$ cat config.mk
export PLATFORM = sky130hd
export DESIGN_NAME = vec_accumulator
export DESIGN_NICKNAME = d
export VERILOG_FILES = /design/src/rtl/vec_accumulator_pkg.sv /design/src/rtl/vec_accumulator_adder_fp16.sv /design/src/rtl/vec_accumulator.sv
export SDC_FILE = /design/constraint.sdc
export NUM_CORES = 2
export LEC_CHECK = 0
export ABC_AREA = 1
export CELL_PAD_IN_SITES_DETAIL_PLACEMENT = 1
export CELL_PAD_IN_SITES_GLOBAL_PLACEMENT = 1
export CORE_MARGIN = 5
export CORE_UTILIZATION = 38
export CTS_CLUSTER_DIAMETER = 40
export DETAILED_ROUTE_END_ITERATION = 12
export GPL_ROUTABILITY_DRIVEN = 1
export HOLD_SLACK_MARGIN = 0.15
export MAX_ROUTING_LAYER = met4
export PLACE_DENSITY_LB_ADDON = 0.12
export SYNTH_ARGS = -nofsm -noshare
export SYNTH_HDL_FRONTEND = slang
export SYNTH_HIERARCHICAL = 1
export SYNTH_SLANG_ARGS = --single-unit
$ cat constraint.sdc
create_clock -name clk -period 13.3 [get_ports clk]
set_clock_uncertainty 0.15 [all_clocks]
set_input_delay 2.66 -clock clk [delete_from_list [all_inputs] [get_ports clk]]
set_output_delay 2.66 -clock clk [all_outputs]
set_load 0.02 [all_outputs]
$ cat src/rtl/vec_accumulator_pkg.sv
// Shared types and constants for the fp16 vector accumulator.
package vec_accumulator_pkg;

  // Reduction controller states.
  typedef enum logic [1:0] {
    S_IDLE  = 2'd0,
    S_ISSUE = 2'd1,
    S_WAIT  = 2'd2,
    S_DONE  = 2'd3
  } state_e;

  // Positive zero in IEEE binary16.
  localparam logic [15:0] FP16_ZERO = 16'h0000;

  // Canonical quiet NaN produced by the adder for invalid operations.
  localparam logic [15:0] FP16_QNAN = 16'h7E00;

  // Default cycles from the adder operand register to a valid adder result.
  localparam int ADD_LAT_DEFAULT = 2;

endpackage

$ cat src/rtl/vec_accumulator_adder_fp16.sv
// Pipelined IEEE binary16 adder/subtractor (round to nearest even).
// STAGES result registers sit behind a combinational add; res_o is valid
// STAGES cycles after op_a/op_b/mode are presented.
module adder_fp16
  import vec_accumulator_pkg::*;
#(
  parameter int STAGES = ADD_LAT_DEFAULT - 1
) (
  input  logic        clk,
  input  logic        rst,
  input  logic        mode,
  input  logic [15:0] op_a,
  input  logic [15:0] op_b,
  output logic [15:0] res_o
);

  // Full binary16 add of a + b with subnormals, infinities and NaN.
  function automatic logic [15:0] fp16_add(input logic [15:0] a, input logic [15:0] b);
    logic [15:0] x, y, r;
    logic        a_nan, b_nan, a_inf, b_inf, sub, rnd;
    logic [5:0]  ex, ey, e, d_full, shl;
    logic [4:0]  d, lz;
    logic [13:0] mx, my_al, nrm;
    logic [27:0] sh;
    logic [14:0] sum, packed_v;
    x = a; y = b; r = FP16_ZERO; sub = 1'b0; rnd = 1'b0;
    ex = 6'd0; ey = 6'd0; e = 6'd0; d_full = 6'd0; shl = 6'd0; d = 5'd0; lz = 5'd0;
    mx = 14'd0; my_al = 14'd0; nrm = 14'd0; sh = 28'd0; sum = 15'd0; packed_v = 15'd0;
    a_nan = (a[14:10] == 5'h1F) && (a[9:0] != 10'h000);
    b_nan = (b[14:10] == 5'h1F) && (b[9:0] != 10'h000);
    a_inf = (a[14:10] == 5'h1F) && (a[9:0] == 10'h000);
    b_inf = (b[14:10] == 5'h1F) && (b[9:0] == 10'h000);
    if (a_nan || b_nan || (a_inf && b_inf && (a[15] != b[15]))) begin
      r = FP16_QNAN;
    end else if (a_inf) begin
      r = a;
    end else if (b_inf) begin
      r = b;
    end else begin
      // Order by magnitude so the difference of mantissas never goes negative.
      if (a[14:0] >= b[14:0]) begin
        x = a; y = b;
      end else begin
        x = b; y = a;
      end
      // Subnormals use exponent 1 with no hidden bit.
      ex = (x[14:10] == 5'd0) ? 6'd1 : {1'b0, x[14:10]};
      ey = (y[14:10] == 5'd0) ? 6'd1 : {1'b0, y[14:10]};
      mx = {(x[14:10] != 5'd0), x[9:0], 3'b000};
      d_full = ex - ey;
      d = (d_full > 6'd15) ? 5'd15 : d_full[4:0];
      // Align the smaller operand, folding shifted-out bits into a sticky bit.
      sh = {{(y[14:10] != 5'd0), y[9:0], 3'b000}, 14'h0000} >> d;
      my_al = {sh[27:15], sh[14] | (|sh[13:0])};
      sub = x[15] ^ y[15];
      if (sub) begin
        sum = {1'b0, mx} - {1'b0, my_al};
      end else begin
        sum = {1'b0, mx} + {1'b0, my_al};
      end
      if (sum == 15'd0) begin
        r = FP16_ZERO;
      end else begin
        if (sum[14]) begin
          nrm = {sum[14:2], sum[1] | sum[0]};
          e   = ex + 6'd1;
        end else begin
          for (int k = 0; k < 14; k++) begin
            if (sum[k]) begin
              lz = 5'(13 - k);
            end
          end
          // Never normalise below the minimum exponent: that yields a subnormal.
          if ({1'b0, lz} < (ex - 6'd1)) begin
            shl = {1'b0, lz};
          end else begin
            shl = ex - 6'd1;
          end
          nrm = sum[13:0] << shl;
          e   = ex - shl;
        end
        if (e >= 6'd31) begin
          r = {x[15], 5'h1F, 10'h000};
        end else begin
          rnd = nrm[2] & (nrm[1] | nrm[0] | nrm[3]);
          // Rounding carry ripples into the exponent field (also subnormal->normal, max->inf).
          packed_v = {(nrm[13] ? e[4:0] : 5'd0), nrm[12:3]} + {14'd0, rnd};
          r = {x[15], packed_v};
        end
      end
    end
    return r;
  endfunction

  logic [15:0] sum_s;

  // Combinational add; subtract mode flips the sign of op_b.
  always_comb begin
    if (mode) begin
      sum_s = fp16_add(op_a, {~op_b[15], op_b[14:0]});
    end else begin
      sum_s = fp16_add(op_a, op_b);
    end
  end

  if (STAGES == 0) begin : g_comb
    assign res_o = sum_s;
  end else begin : g_pipe
    logic [15:0] pipe_q [STAGES];

    // Result pipeline registers.
    always_ff @(posedge clk or negedge rst) begin
      if (!rst) begin
        for (int k = 0; k < STAGES; k++) begin
          pipe_q[k] <= FP16_ZERO;
        end
      end else begin
        pipe_q[0] <= sum_s;
        for (int k = 1; k < STAGES; k++) begin
          pipe_q[k] <= pipe_q[k-1];
        end
      end
    end

    assign res_o = pipe_q[STAGES-1];
  end

endmodule

$ cat src/rtl/vec_accumulator.sv
// Sequential fp16 vector reduction: snapshots an operand vector on start and
// accumulates (or subtracts) one element per ADD_LAT+1 cycles through a
// single shared fp16 adder.
module vec_accumulator
  import vec_accumulator_pkg::*;
#(
  parameter int DATA_WIDTH = 16,
  parameter int DATA_CNT   = 64,
  parameter int ADD_LAT    = ADD_LAT_DEFAULT
) (
  input  logic                                 clk,
  input  logic                                 rst,
  input  logic                                 start,
  input  logic                                 abort,
  input  logic                                 mode,
  input  logic [$clog2(DATA_CNT+1)-1:0]        len,
  input  logic [DATA_CNT-1:0][DATA_WIDTH-1:0]  array,
  output logic                                 busy,
  output logic [DATA_WIDTH-1:0]                result,
  output logic                                 done
);

  localparam int LEN_W = $clog2(DATA_CNT + 1);
  localparam int IDX_W = (DATA_CNT > 1) ? $clog2(DATA_CNT) : 1;
  localparam int CNT_W = (ADD_LAT > 1) ? $clog2(ADD_LAT) : 1;
  localparam logic [LEN_W-1:0] LEN_MAX  = LEN_W'(DATA_CNT);
  localparam logic [CNT_W-1:0] CNT_LOAD = CNT_W'(ADD_LAT - 1);

  state_e                               state_q, state_d;
  logic [DATA_CNT-1:0][DATA_WIDTH-1:0]  snap_q, snap_d;
  logic [LEN_W-1:0]                     len_q, len_d, len_cap_s;
  logic                                 mode_q, mode_d;
  logic [DATA_WIDTH-1:0]                acc_q, acc_d;
  logic [IDX_W-1:0]                     i_q, i_d;
  logic [CNT_W-1:0]                     cnt_q, cnt_d;
  logic [DATA_WIDTH-1:0]                op_a_q, op_a_d, op_b_q, op_b_d;
  logic                                 op_mode_q, op_mode_d;
  logic [DATA_WIDTH-1:0]                result_q, result_d;
  logic                                 done_q, done_d;
  logic                                 busy_q, busy_d;
  logic [DATA_WIDTH-1:0]                add_res_s;

  adder_fp16 #(
    .STAGES (ADD_LAT - 1)
  ) u_adder (
    .clk   (clk),
    .rst   (rst),
    .mode  (op_mode_q),
    .op_a  (op_a_q),
    .op_b  (op_b_q),
    .res_o (add_res_s)
  );

  // Oversized requests reduce the whole vector.
  always_comb begin
    if (len > LEN_MAX) begin
      len_cap_s = LEN_MAX;
    end else begin
      len_cap_s = len;
    end
  end

  // Controller next-state, snapshot capture, operand issue and accumulation.
  always_comb begin
    state_d   = state_q;
    snap_d    = snap_q;
    len_d     = len_q;
    mode_d    = mode_q;
    acc_d     = acc_q;
    i_d       = i_q;
    cnt_d     = cnt_q;
    op_a_d    = op_a_q;
    op_b_d    = op_b_q;
    op_mode_d = op_mode_q;
    case (state_q)
      S_IDLE: begin
        // abort is deliberately not looked at here: start always wins in IDLE.
        if (start) begin
          snap_d = array;
          len_d  = len_cap_s;
          mode_d = mode;
          acc_d  = FP16_ZERO;
          i_d    = '0;
          cnt_d  = '0;
          if (len_cap_s == '0) begin
            state_d = S_DONE;
          end else begin
            state_d = S_ISSUE;
          end
        end else begin
          state_d = S_IDLE;
        end
      end
      S_ISSUE: begin
        if (abort) begin
          state_d = S_IDLE;
        end else begin
          op_a_d    = acc_q;
          op_b_d    = snap_q[i_q];
          op_mode_d = mode_q;
          cnt_d     = CNT_LOAD;
          state_d   = S_WAIT;
        end
      end
      S_WAIT: begin
        if (abort) begin
          state_d = S_IDLE;
        end else if (cnt_q == '0) begin
          acc_d = add_res_s;
          i_d   = i_q + IDX_W'(1);
          if ((LEN_W'(i_q) + LEN_W'(1)) < len_q) begin
            state_d = S_ISSUE;
          end else begin
            state_d = S_DONE;
          end
        end else begin
          cnt_d = cnt_q - CNT_W'(1);
        end
      end
      S_DONE: begin
        state_d = S_IDLE;
      end
      default: begin
        state_d = S_IDLE;
      end
    endcase
  end

  // Registered outputs: result and done change together on the edge entering DONE,
  // so the done pulse and busy overlap during the DONE cycle.
  always_comb begin
    if (state_d == S_DONE) begin
      result_d = acc_d;
      done_d   = 1'b1;
    end else begin
      result_d = result_q;
      done_d   = 1'b0;
    end
    if (state_d != S_IDLE) begin
      busy_d = 1'b1;
    end else begin
      busy_d = 1'b0;
    end
  end

  // State and datapath registers with asynchronous clear.
  always_ff @(posedge clk or negedge rst) begin
    if (!rst) begin
      state_q   <= S_IDLE;
      snap_q    <= '0;
      len_q     <= '0;
      mode_q    <= 1'b0;
      acc_q     <= FP16_ZERO;
      i_q       <= '0;
      cnt_q     <= '0;
      op_a_q    <= FP16_ZERO;
      op_b_q    <= FP16_ZERO;
      op_mode_q <= 1'b0;
      result_q  <= FP16_ZERO;
      done_q    <= 1'b0;
      busy_q    <= 1'b0;
    end else begin
      state_q   <= state_d;
      snap_q    <= snap_d;
      len_q     <= len_d;
      mode_q    <= mode_d;
      acc_q     <= acc_d;
      i_q       <= i_d;
      cnt_q     <= cnt_d;
      op_a_q    <= op_a_d;
      op_b_q    <= op_b_d;
      op_mode_q <= op_mode_d;
      result_q  <= result_d;
      done_q    <= done_d;
      busy_q    <= busy_d;
    end
  end

  assign busy   = busy_q;
  assign result = result_q;
  assign done   = done_q;

endmodule

==> flow_summary.yaml <==
status:
  status: "complete, no violations"
worst_setup_path:
  reg2reg_to: "u_adder/res_o[5]$_DFF_PN0_"
  crit_end: "u_adder/res_o[5]$_DFF_PN0_"
  crit_buf_inv: 12
  crit_fanout: 15
  cp.depth: 65
  rrSetupSlack_ps: 1530
  critPathLaunchType: "flip-flop"
  critPathLaunch: "op_b_q[14]$_DFFE_PN0P_"
  rr_startpoint: "op_b_q[14]$_DFFE_PN0P_"
  cpMaxStageDelayCell: "o21ai_0"
  cp_top_family: "simple AND/OR/NAND/NOR gates"
  crit_required_ps: 13910
  cp_slowest_stage_delay_ps: 470
  timing.reg2reg.worst_path_depth: 65
  cp.arrival_ps: 12380
  end_kind: "flip-flop"
  critical_path_class: "flip-flop to flip-flop"
  crit_path_frequent_cell: "inv_1"
floorplan:
  initial_core_util_pct: 38.2
  coreArea_mm2: 0.156
  io_pins: 1054
  rows: 145
  fp.dieW_um: 406
  die_y_um: 406
  die_area_mm2: 0.165
synthesis:
  seq_area_frac_synth_pct: 47.1
  netlist_area_mm2: 0.0597
  ys_ff_latch: 1124
  synthesis.nets: 9572
  synth_cells: 8459
  synth_edf_count: 0
  ys.flop_type: "dfrtp_1"
  ys_warn_count: 6
  ys_types: 58
  ys_async_sr_fraction_pct: 100
  synth_area_per_cell_um2: 7.05
timing:
  rsz0062_at_grt: "false"
  setup_viol: 0
  hold_viol_final: 0
  timing.final.crit_share_pct: 88.5
  slew_headroom_pct: 7.76
  fin_setup_tns_ps: 0
  drv_slew: 0
  tightest_slew_ps: 1370
  finalCriticalPeriod_ps: 11770
  fmax_mhz: 85.0
place:
  gp_congestion: 0.934
  dp_hpwl_um: 218000
  portBuffers: 1053
routing:
  dr.first_iter.drc_count: 6235
  postRouteAntennaNets: 0
  drt-total-wl_um: 298000
  remaining_drc_errors: 0
  drtPass1Iterations: 6
  post_drt_wl_per_cell_um: 25.7
  vias: 62400
  via_per_inst: 5.38
cts:
  clkSinkCount: 1124
  postCtsSetupBuffers: 0
  cts_buffers: 197
  cts_tree: "yes"
  hold_buffers: 0
  clk_latency_ps: 850
  postCtsResizedCells: 0
  htree_levels: 4
  cts_root_buf: "clkbuf_16"
  clockBufferDepth: 3
  clkSlewWorstSetupHoldPaths_ps: 60
global_routing:
  grt_usage_pct: 36.1
  overflow: 0
  antenna_found_initial: 61
  grt_pass1_wl_um: 431000
  grt_pass1_vias: 64900
  grt_max_degree: 217
final_layout:
  drive_gt1_share_pct: 6.29
  fin_nets: 10400
  synthToLayoutAreaGrowth_pct: 31.8
run:
  maxCapViolations: 0
worst_hold_path:
  hold_path.class: "flip-flop to flip-flop"
==> routing by layer <==
metal	global-route usage, %	share of wire [%]
met1	45.1	41
met5	-	0
met3	5.45	5.9
met2	56.9	47
met4	19.0	5.9
==> flip-flops by register name, indices dropped and copies added, names as in the netlist <==
| signal | count |
|---|---|
| op_a_q | 16 |
| op_b_q | 16 |
| u_adder/res_o | 16 |
| mode_q | 1 |
| snap_q | 1024 |
| done | 1 |
| op_mode_q | 1 |
| len_q | 7 |
| acc_q | 16 |
| i_q | 6 |
| result | 16 |
| state_q | 2 |
| busy | 1 |
| cnt_q | 1 |
==> worst min path at each step <==
stage	startpoint	end	slack, ps	cells past startpoint
detailed placement	result[7]$_DFFE_PN0N_	result[7]$_DFFE_PN0N_	310	2
global route	result[7]$_DFFE_PN0N_	result[7]$_DFFE_PN0N_	330	2
floorplan	op_b_q[11]$_DFFE_PN0P_	op_b_q[11]$_DFFE_PN0P_	300	2
CTS	result[7]$_DFFE_PN0N_	result[7]$_DFFE_PN0N_	330	2
finish	snap_q[572]$_DFFE_PN0P_	snap_q[572]$_DFFE_PN0P_	330	2
global placement	snap_q[276]$_DFFE_PN0P_	snap_q[276]$_DFFE_PN0P_	310	2
==> layout by cell type, fill, tap and decap left out, types with 17 or more instances in the layout <==
master           instances
nor2_2                  21
nor2_1                 101
inv_1                  356
nand3_1                902
clkdlybuf4s50_1       1052
a21oi_1                181
clkinvlp_4              21
xor2_1                  20
clkinv_4                18
inv_2                   18
nand2_1               4619
nand4_1                 18
clkinv_2                31
clkbuf_16              198
bufinv_16               27
ha_1                    73
nor3_1                  19
nand2_2                 43
buf_4                   85
diode_2                 56
o21ai_0                292
dfrtp_1               1120
o22ai_1                 18
clkbuf_1                17
clkbuf_8                29
o21ai_1                 29
==> cells in the mapped netlist, types with 24 or more instances <==
cell type / number / area (µm²)
nand2_1: 4619 / 17300
dfrtp_1: 1124 / 28100
nand3_1: 902 / 4510
inv_1: 359 / 1350
o21ai_0: 297 / 1490
buf_2: 201 / 1010
clkbuf_1: 185 / 694
a21oi_1: 181 / 906
nor2_1: 102 / 383
ha_1: 73 / 913
buf_4: 46 / 345
nand2_2: 44 / 275
buf_1: 40 / 150
o21ai_1: 24 / 120
==> worst min-delay path: cells and delay by family, from the launching register on <==
kind / cells / cell delay, ps
flip-flops: 1 / 340
AND/OR/NAND/NOR: 2 / 100
==> final cells by class <==
type / instances / area, µm²
diodes: 56 / 140
clock buffers: 244 / 5420
inverters: 388 / 1490
multi-input cells: 6455 / 27700
clock inverters: 128 / 1800
repair buffers: 1148 / 11400
flip-flops and latches: 1124 / 28100
fillers: 19400 / 77600
well taps: 2058 / 2570
==> logic make-up after synthesis <==
kind of cell    after synthesis  share of synthesized area [%]
xor+xnor                     25                          0.367
flops                      1124                           47.1
simple gates               5784                           39.2
buf+inv                     880                           6.52
fa+ha+maj                    77                           1.66
compound gates              569                           5.08
==> stage by stage <==
step                setup slack [ps]  utilization (%)  std cells  cell area [µm²]  hold WS [ps]
floorplan                       2840                -       8459            59700           299
global placement                1990             45.6      11200            71300           311
detailed placement              1520             45.6      11200            71300           314
CTS                             1480             50.2      11500            78500           327
global route                     225             50.3      11600            78600           334
finish                          1530             50.3      11600            78600           325
Power is left out: the tool's default activity adds up to more than one toggle a clock period on the data nets, which glitch-free logic cannot reach.
